### config.mk
export PLATFORM = sky130hd
export DESIGN_NAME = seven_segments_decoder_flat
export DESIGN_NICKNAME = d
export VERILOG_FILES = /design/src/rtl/seven_segments_decoder_if.sv /design/src/rtl/seven_segments_decoder.sv /design/src/flat_wrapper.sv
export SDC_FILE = /design/constraint.sdc
export NUM_CORES = 1
export LEC_CHECK = 0
export BUFFER_PORTS_ARGS = -buffer_cell sky130_fd_sc_hd__buf_2
export CAP_MARGIN = 20
export CORE_ASPECT_RATIO = 1.25
export CORE_UTILIZATION = 35
export DETAILED_ROUTE_END_ITERATION = 16
export GPL_ROUTABILITY_DRIVEN = 0
export GPL_TIMING_DRIVEN = 1
export PLACE_DENSITY = 0.59
export SLEW_MARGIN = 20
export SYNTH_ARGS = -nofsm -noshare
export SYNTH_HDL_FRONTEND = slang
export SYNTH_SLANG_ARGS = --single-unit
### constraint.sdc
create_clock -name i_Clk -period 2.3 [get_ports i_Clk]
set_input_delay 0.115 -clock i_Clk [delete_from_list [all_inputs] [get_ports i_Clk]]
set_output_delay 0.115 -clock i_Clk [all_outputs]
set_load 0.05 [all_outputs]
### src/rtl/seven_segments_decoder_if.sv
// Segment-line inputs and decoded score outputs of seven_segments_decoder.
// master drives the segment lines, slave is the decoder.
interface seven_segments_decoder_if;
    logic       i_Segment_A;
    logic       i_Segment_B;
    logic       i_Segment_C;
    logic       i_Segment_D;
    logic       i_Segment_E;
    logic       i_Segment_F;
    logic       i_Segment_G;
    logic [3:0] o_Score;
    logic       o_Valid;
    logic       o_Error;
    logic       o_Busy;
    logic       o_Blank;

    modport master (
        output i_Segment_A, i_Segment_B, i_Segment_C, i_Segment_D,
        output i_Segment_E, i_Segment_F, i_Segment_G,
        input  o_Score, o_Valid, o_Error, o_Busy, o_Blank
    );

    modport slave (
        input  i_Segment_A, i_Segment_B, i_Segment_C, i_Segment_D,
        input  i_Segment_E, i_Segment_F, i_Segment_G,
        output o_Score, o_Valid, o_Error, o_Busy, o_Blank
    );
endinterface

### src/rtl/seven_segments_decoder.sv
// Debounced seven-segment to score decoder for the score display loopback.
// Optional blank detection enabled by SEVEN_SEG_BLANK_DETECT_EN.
module seven_segments_decoder #(
    parameter int STABLE_CYCLES = 4,
    parameter int CNT_W         = 8
) (
    input logic                     i_Clk,
    input logic                     i_Reset,
    seven_segments_decoder_if.slave bus
);
    localparam logic [1:0] IDLE     = 2'd0;
    localparam logic [1:0] SETTLING = 2'd1;
    localparam logic [1:0] LOCKED   = 2'd2;

    localparam logic [CNT_W-1:0] LAST = CNT_W'(STABLE_CYCLES - 1);

    logic [6:0]       seg_raw;
    logic [6:0]       sync1_d, sync1_q;
    logic [6:0]       sync2_d, sync2_q;
    logic [6:0]       pattern;
    logic [6:0]       cand_d, cand_q;
    logic [CNT_W-1:0] count_d, count_q;
    logic [1:0]       state_d, state_q;
    logic [3:0]       score_d, score_q;
    logic             valid_d, valid_q;
    logic             error_d, error_q;
    logic             busy_d, busy_q;
    logic             blank_d, blank_q;
    logic [3:0]       dec_val;
    logic             dec_ok;
    logic             dec_blank;
    logic             commit;

    assign seg_raw = {bus.i_Segment_A, bus.i_Segment_B, bus.i_Segment_C,
                      bus.i_Segment_D, bus.i_Segment_E, bus.i_Segment_F,
                      bus.i_Segment_G};

    // Lines are active-low; the pattern is active-high with A at bit 6.
    assign sync1_d = seg_raw;
    assign sync2_d = sync1_q;
    assign pattern = ~sync2_q;

    always_comb begin
        dec_val = 4'h0;
        dec_ok  = 1'b1;
        case (pattern)
            7'h7E:   dec_val = 4'h0;
            7'h30:   dec_val = 4'h1;
            7'h6D:   dec_val = 4'h2;
            7'h79:   dec_val = 4'h3;
            7'h33:   dec_val = 4'h4;
            7'h5B:   dec_val = 4'h5;
            7'h5F:   dec_val = 4'h6;
            7'h70:   dec_val = 4'h7;
            7'h7F:   dec_val = 4'h8;
            7'h7B:   dec_val = 4'h9;
            7'h47:   dec_val = 4'hF;
            default: dec_ok  = 1'b0;
        endcase
`ifdef SEVEN_SEG_BLANK_DETECT_EN
        dec_blank = (pattern == 7'h00);
`else
        dec_blank = 1'b0;
`endif
    end

    always_comb begin
        state_d = state_q;
        cand_d  = cand_q;
        count_d = count_q;
        commit  = 1'b0;
        case (state_q)
            SETTLING: begin
                if (pattern != cand_q) begin
                    cand_d  = pattern;
                    count_d = '0;
                end else if (count_q == LAST) begin
                    commit  = 1'b1;
                    state_d = LOCKED;
                end else begin
                    count_d = count_q + CNT_W'(1);
                end
            end
            default: begin
                if (pattern != cand_q) begin
                    cand_d  = pattern;
                    count_d = '0;
                    state_d = SETTLING;
                end
            end
        endcase
    end

    always_comb begin
        score_d = score_q;
        valid_d = 1'b0;
        error_d = error_q;
        blank_d = blank_q;
        if (commit) begin
            if (dec_blank) begin
                blank_d = 1'b1;
                error_d = 1'b0;
            end else if (dec_ok) begin
                score_d = dec_val;
                valid_d = 1'b1;
                error_d = 1'b0;
                blank_d = 1'b0;
            end else begin
                error_d = 1'b1;
                blank_d = 1'b0;
            end
        end
        busy_d = (state_d == SETTLING);
    end

    always_ff @(posedge i_Clk) begin
        if (i_Reset) begin
            sync1_q <= 7'h7F;
            sync2_q <= 7'h7F;
            cand_q  <= 7'h00;
            count_q <= '0;
            state_q <= IDLE;
            score_q <= 4'h0;
            valid_q <= 1'b0;
            error_q <= 1'b0;
            busy_q  <= 1'b0;
            blank_q <= 1'b0;
        end else begin
            sync1_q <= sync1_d;
            sync2_q <= sync2_d;
            cand_q  <= cand_d;
            count_q <= count_d;
            state_q <= state_d;
            score_q <= score_d;
            valid_q <= valid_d;
            error_q <= error_d;
            busy_q  <= busy_d;
            blank_q <= blank_d;
        end
    end

    assign bus.o_Score = score_q;
    assign bus.o_Valid = valid_q;
    assign bus.o_Error = error_q;
    assign bus.o_Busy  = busy_q;
    assign bus.o_Blank = blank_q;
endmodule

### src/flat_wrapper.sv
// flat-port wrapper written by rule: the top's interface ports become plain ports
module seven_segments_decoder_flat 
#(
    parameter int STABLE_CYCLES = 4,
    parameter int CNT_W         = 8
)
  (i_Clk, i_Reset, bus_i_Segment_A, bus_i_Segment_B, bus_i_Segment_C, bus_i_Segment_D, bus_i_Segment_E, bus_i_Segment_F, bus_i_Segment_G, bus_o_Score, bus_o_Valid, bus_o_Error, bus_o_Busy, bus_o_Blank);
  seven_segments_decoder_if bus_i ();
  input logic i_Clk;
  input logic i_Reset;
  input wire logic [$bits(bus_i.i_Segment_A)-1:0] bus_i_Segment_A;
  input wire logic [$bits(bus_i.i_Segment_B)-1:0] bus_i_Segment_B;
  input wire logic [$bits(bus_i.i_Segment_C)-1:0] bus_i_Segment_C;
  input wire logic [$bits(bus_i.i_Segment_D)-1:0] bus_i_Segment_D;
  input wire logic [$bits(bus_i.i_Segment_E)-1:0] bus_i_Segment_E;
  input wire logic [$bits(bus_i.i_Segment_F)-1:0] bus_i_Segment_F;
  input wire logic [$bits(bus_i.i_Segment_G)-1:0] bus_i_Segment_G;
  output wire logic [$bits(bus_i.o_Score)-1:0] bus_o_Score;
  output wire logic [$bits(bus_i.o_Valid)-1:0] bus_o_Valid;
  output wire logic [$bits(bus_i.o_Error)-1:0] bus_o_Error;
  output wire logic [$bits(bus_i.o_Busy)-1:0] bus_o_Busy;
  output wire logic [$bits(bus_i.o_Blank)-1:0] bus_o_Blank;
  assign bus_i.i_Segment_A = bus_i_Segment_A;
  assign bus_i.i_Segment_B = bus_i_Segment_B;
  assign bus_i.i_Segment_C = bus_i_Segment_C;
  assign bus_i.i_Segment_D = bus_i_Segment_D;
  assign bus_i.i_Segment_E = bus_i_Segment_E;
  assign bus_i.i_Segment_F = bus_i_Segment_F;
  assign bus_i.i_Segment_G = bus_i_Segment_G;
  assign bus_o_Score = bus_i.o_Score;
  assign bus_o_Valid = bus_i.o_Valid;
  assign bus_o_Error = bus_i.o_Error;
  assign bus_o_Busy = bus_i.o_Busy;
  assign bus_o_Blank = bus_i.o_Blank;
  seven_segments_decoder #(.STABLE_CYCLES(STABLE_CYCLES), .CNT_W(CNT_W)) u_core (.i_Clk(i_Clk), .i_Reset(i_Reset), .bus(bus_i));
endmodule
# Word-level counts from Yosys, hierarchy flattened

Cells that the tools add are included.

Add/sub/neg operators: 1
Equal/unequal tests: 16
Mux-type cells: 15
Bitwise gates (word level): 2
Reductions and logical operators: 5

Operators by type and width:

| cell                | number |
|---|---|
| $eq 7x7->1 const B  | 9 |
| $pmux 4 s10         | 1 |
| $mux 8              | 4 |
| $eq 7x6->1 const B  | 2 |
| $reduce_or 11->1    | 1 |
| $add 8x1->8 const B | 1 |
| $eq 8x2->1 const B  | 1 |
| $mux 2              | 4 |
| $ne 7x7->1          | 1 |
| $not 7->7           | 1 |
| $mux 1              | 6 |
| $eq 2x1->1 const B  | 2 |
| $reduce_and 2->1    | 2 |
| $ne 2x2->1 const B  | 1 |
| $reduce_bool 2->1   | 1 |
| $reduce_or 2->1     | 1 |
| $not 1->1           | 1 |

Register bits: 38
Input bits: 9
Output and inout bits: 8
Logic and storage cells: 48

# Logic depth before layout (Yosys ltp)

Word-level depth: 6
Gate-level depth with buffers: 6
Gate-level depth less buffers: 6

# Least setup slack after synthesis

OpenSTA, ideal clock, no wires.

Path type: reg2reg
Start point: reg u_core.count_q[0]
End point: reg u_core.score_q[3], in the netlist u_core.bus.o_Score[3]
Library setup time: 117 ps
Arrival time: 1,617 ps
Data required time: 2,183 ps
Slack: 565 ps
Cell stages (with the launch flop): 7
Path buffers: 0
Period minus slack after synthesis: 1,735 ps
Cell sequence: dfxtp_1 -> ha_1 -> nor4b_4 -> nand2_2 -> nor4b_4 -> o21ai_1 -> a32o_1

Cells in the longest elaborated chain, start to end: 5

Ends and longest elaborated chain:

| element                           | RTL line                      | text |
|---|---|---|
| start: declaration                | seven_segments_decoder.sv:22  | `logic [CNT_W-1:0] count_d, count_q;` |
| start signal: assignment          | seven_segments_decoder.sv:132 | `count_q <= count_d;` |
| $eq 8x2->1                        | seven_segments_decoder.sv:77  | `end else if (count_q == LAST) begin` |
| $mux 1                            | seven_segments_decoder.sv:77  |  |
| $mux 1                            | seven_segments_decoder.sv:74  | `if (pattern != cand_q) begin` |
| $mux 1                            | seven_segments_decoder.sv:72  | `case (state_q)` |
| $reduce_and 2->1 (no source line) | n/a                           |  |
| end signal: assignment            | seven_segments_decoder.sv:134 | `score_q <= score_d;` |
| end: declaration                  | seven_segments_decoder.sv:24  | `logic [3:0] score_d, score_q;` |

Every way passes these cells.
A chain may end at the register's enable or synchronous reset.

# Worst setup path after layout

Ends and elaborated chain as after synthesis.

==> metrics.csv <==
metric;value;unit
yosysWarnings;0;
wl_per_cell;12.0;um
synth_edf_count;0;
layout_setup_ws;373;ps
synthTopCellsByArea;dfxtp_1, or2_2, xor2_2;
synth_top_family_by_area;simple AND/OR/NAND/NOR gates;
cts.sinks;38;
reg2reg_from;u_core.count_q[0]$_SDFFE_PP0P_;
endpoint_kind;flop;
hold_buffers;0;
endpoint;u_core.bus.o_Score[3]$_SDFFE_PP0P_;
period_share;83.8;%
grt_pass1_vias;1176;
synth_seq_cells;38;
syn_area_per_cell;9.94;um2
combPwrFrac;6.9;%
clkLatencyLatePin;280;ps
crit_start;u_core.count_q[0]$_SDFFE_PP0P_;
p_int;0.921;mW
io_buffers;15;
cp_max_fo;8;
hpwl;2010;um
status;complete, no violations;
r2r_cells;6;
drtIter0Drc;26;
postCtsSetupBuffers;0;
dieHeight;78.3;um
power.switching;0.274;mW
finalHoldViolations;0;
cp.arrival;2100;ps
synth-async-reset-ratio;0;%
track_usage;13.0;%
drt-total-wl;2810;um
critical_path_class;reg -> reg;
cts_buffers;5;
diodes;0;
drive_gt1_share;26.7;%
max-vdd-ir-drop;0.396;mV
synth_top_area_share;46.7;%
grt_overflow;0;
yosysSeqAreaShare;46.7;%
p_seq_share;58.4;%
finalSetupTns;0;ps
synth-simple-area-share;26.2;%
p_leak;0.691;nW
reg2reg_to;u_core.bus.o_Score[3]$_SDFFE_PP0P_;
drc;0;
yosysTopAreaCell;dfxtp_1;
pin_count;17;
synth_cell_types;47;
drt_first_pass_iters;4;
powerDensity;665;nW/um2
htree_num_levels;2;
drv_slew;0;
required;2470;ps
die_width;63.0;um
synth_cells;164;
synth.net_count;174;
vias_per_cell;5.01;
cts_tree;done;
synth_compound_area_share;11.5;%
rows;27;
ant_nets;0;
start_util;36.8;%
dieArea;4940;um2
setup_violations;0;
pwr-share-clk;34.7;%
clockBufferDepth;2;
layout_min_cycle_time;1930;ps
grt_max_degree;29;
start_kind;flop;
nets;186;
antenna_found_initial;0;
syn_area;1630;um2
vias;1173;
grt_setup_unrepaired;false;
grt_pass1_wl;5020;um
synthMuxAreaShare;0;%
synth_xor_area_share;10.4;%
r2r_setup_slack;370;ps
place_ws;356;ps
clock_skew;3.87;ps
yosys.area_share.adder;0.767;%
timing.fmax;519;MHz
holdWs;14.9;ps
hold_path.class;in -> reg;
maxCapViolCount;0;
clk_pin_slew_worst_paths;70;ps
p_total;1.19;mW
p_sw_share;22.9;%
cts_resized;0;
ys.flop_type;dfxtp_1;
coreArea;4430;um2
syn_to_final_growth;10.1;%
root_buffer;clkbuf_8;
through the flow:
stage / util (%) / cells / area (um2)
finish: 40.6 / 234 / 1800
global route: 40.6 / 234 / 1800
CTS: 40.6 / 234 / 1800
detailed placement: 38.8 / 227 / 1720
global placement: 38.8 / 227 / 1720
floorplan: - / 164 / 1630
cell usage in the layout, fill, tap and decap left out, types with 3 or more instances in the layout:
cell | netlist | routed
nand3_1 | 7 | 7
a21oi_1 | 5 | 5
nand2_1 | 7 | 7
nor3_1 | 3 | 3
xor2_2 | 5 | 5
o211a_1 | 3 | 3
buf_2 | 2 | 15
nand4_1 | 3 | 3
nor2_1 | 20 | 20
or2_2 | 14 | 14
dfxtp_1 | 38 | 38
clkbuf_8 | 0 | 5
xor2_1 | 9 | 9
final cells by class:
cell class | instances | area [um2]
sequential | 38 | 761
multi-input combinational | 114 | 800
timing repair buffer | 16 | 82.6
clock buffer | 7 | 76.3
inverter | 1 | 3.75
fill | 441 | 2630
tap | 58 | 72.6
power groups by stage:
stage / sequential (mW) / clock, mW / combinational, mW
2_1_floorplan: 0.705 / 0 / 0.0745
3_3_place_gp: 0.712 / 0 / 0.0826
3_5_place_dp: 0.712 / 0 / 0.0834
4_1_cts: 0.697 / 0.431 / 0.0839
5_1_grt: 0.699 / 0.464 / 0.0934
6_report: 0.698 / 0.414 / 0.0828
flip-flops by register name, summed over array words and instances (netlist names):
| register | cells |
|---|---|
| u_core.bus.o_Busy | 1 |
| u_core.bus.o_Error | 1 |
| u_core.bus.o_Score | 4 |
| u_core.bus.o_Valid | 1 |
| u_core.cand_q | 7 |
| u_core.count_q | 8 |
| u_core.state_q | 2 |
| u_core.sync1_q | 7 |
| u_core.sync2_q | 7 |
kinds of logic (layout without fill, tap and decap cells):
kind of cell / Yosys count / in the layout
and+or+nand+nor: 72 / 72
DFF: 38 / 38
AOI/OAI and AO/OA: 25 / 25
xor gates and xnor gates: 15 / 15
buffers and inverters: 12 / 24
adders and majority gates: 1 / 1
other: 1 / 1
critical path: stages (launching register included):
cell and delay, ps:
dfxtp_1 360, ha_1 220, nor4b_4 260, nand2_2 140
nor4b_4 400, o21ai_1 160, a32o_1 280
Yosys cell counts (3+ instances only):
| master | n |
|---|---|
| a21oi_1 | 5 |
| buf_4 | 4 |
| clkbuf_1 | 4 |
| dfxtp_1 | 38 |
| nand2_1 | 7 |
| nand3_1 | 7 |
| nand4_1 | 3 |
| nor2_1 | 20 |
| nor3_1 | 3 |
| o211a_1 | 3 |
| or2_2 | 14 |
| xor2_1 | 9 |
| xor2_2 | 5 |
worst min-delay path by stage:
stage | endpoint | slack (ps) | startpoint | depth (start not counted)
after floorplan | u_core.sync1_q[0]$_SDFF_PP1_ | 220 | bus_i_Segment_G | 1
after global placement | u_core.sync1_q[4]$_SDFF_PP1_ | 300 | bus_i_Segment_C | 2
after detailed placement | u_core.sync1_q[3]$_SDFF_PP1_ | 300 | bus_i_Segment_D | 2
after CTS | u_core.sync1_q[3]$_SDFF_PP1_ | 7 | bus_i_Segment_D | 2
after global routing | u_core.sync1_q[0]$_SDFF_PP1_ | 0.2 | bus_i_Segment_G | 2
final | u_core.sync1_q[6]$_SDFF_PP1_ | 10 | bus_i_Segment_A | 2
metal layers:
| metal | part of all wire [%] | global-route usage, % | routed length [um] | up-vias |
|---|---|---|---|---|
| li1 | - | - | - | 583 |
| met1 | 41 | 13.3 | 1150 | 553 |
| met2 | 51 | 22.7 | 1450 | 26 |
| met3 | 3.8 | 3.49 | 108 | 11 |
| met4 | 3.7 | 9.07 | 104 | 0 |
| met5 | 0 | 0 | 0 | - |
No activity file was read; power rests on OpenSTA's default activity.
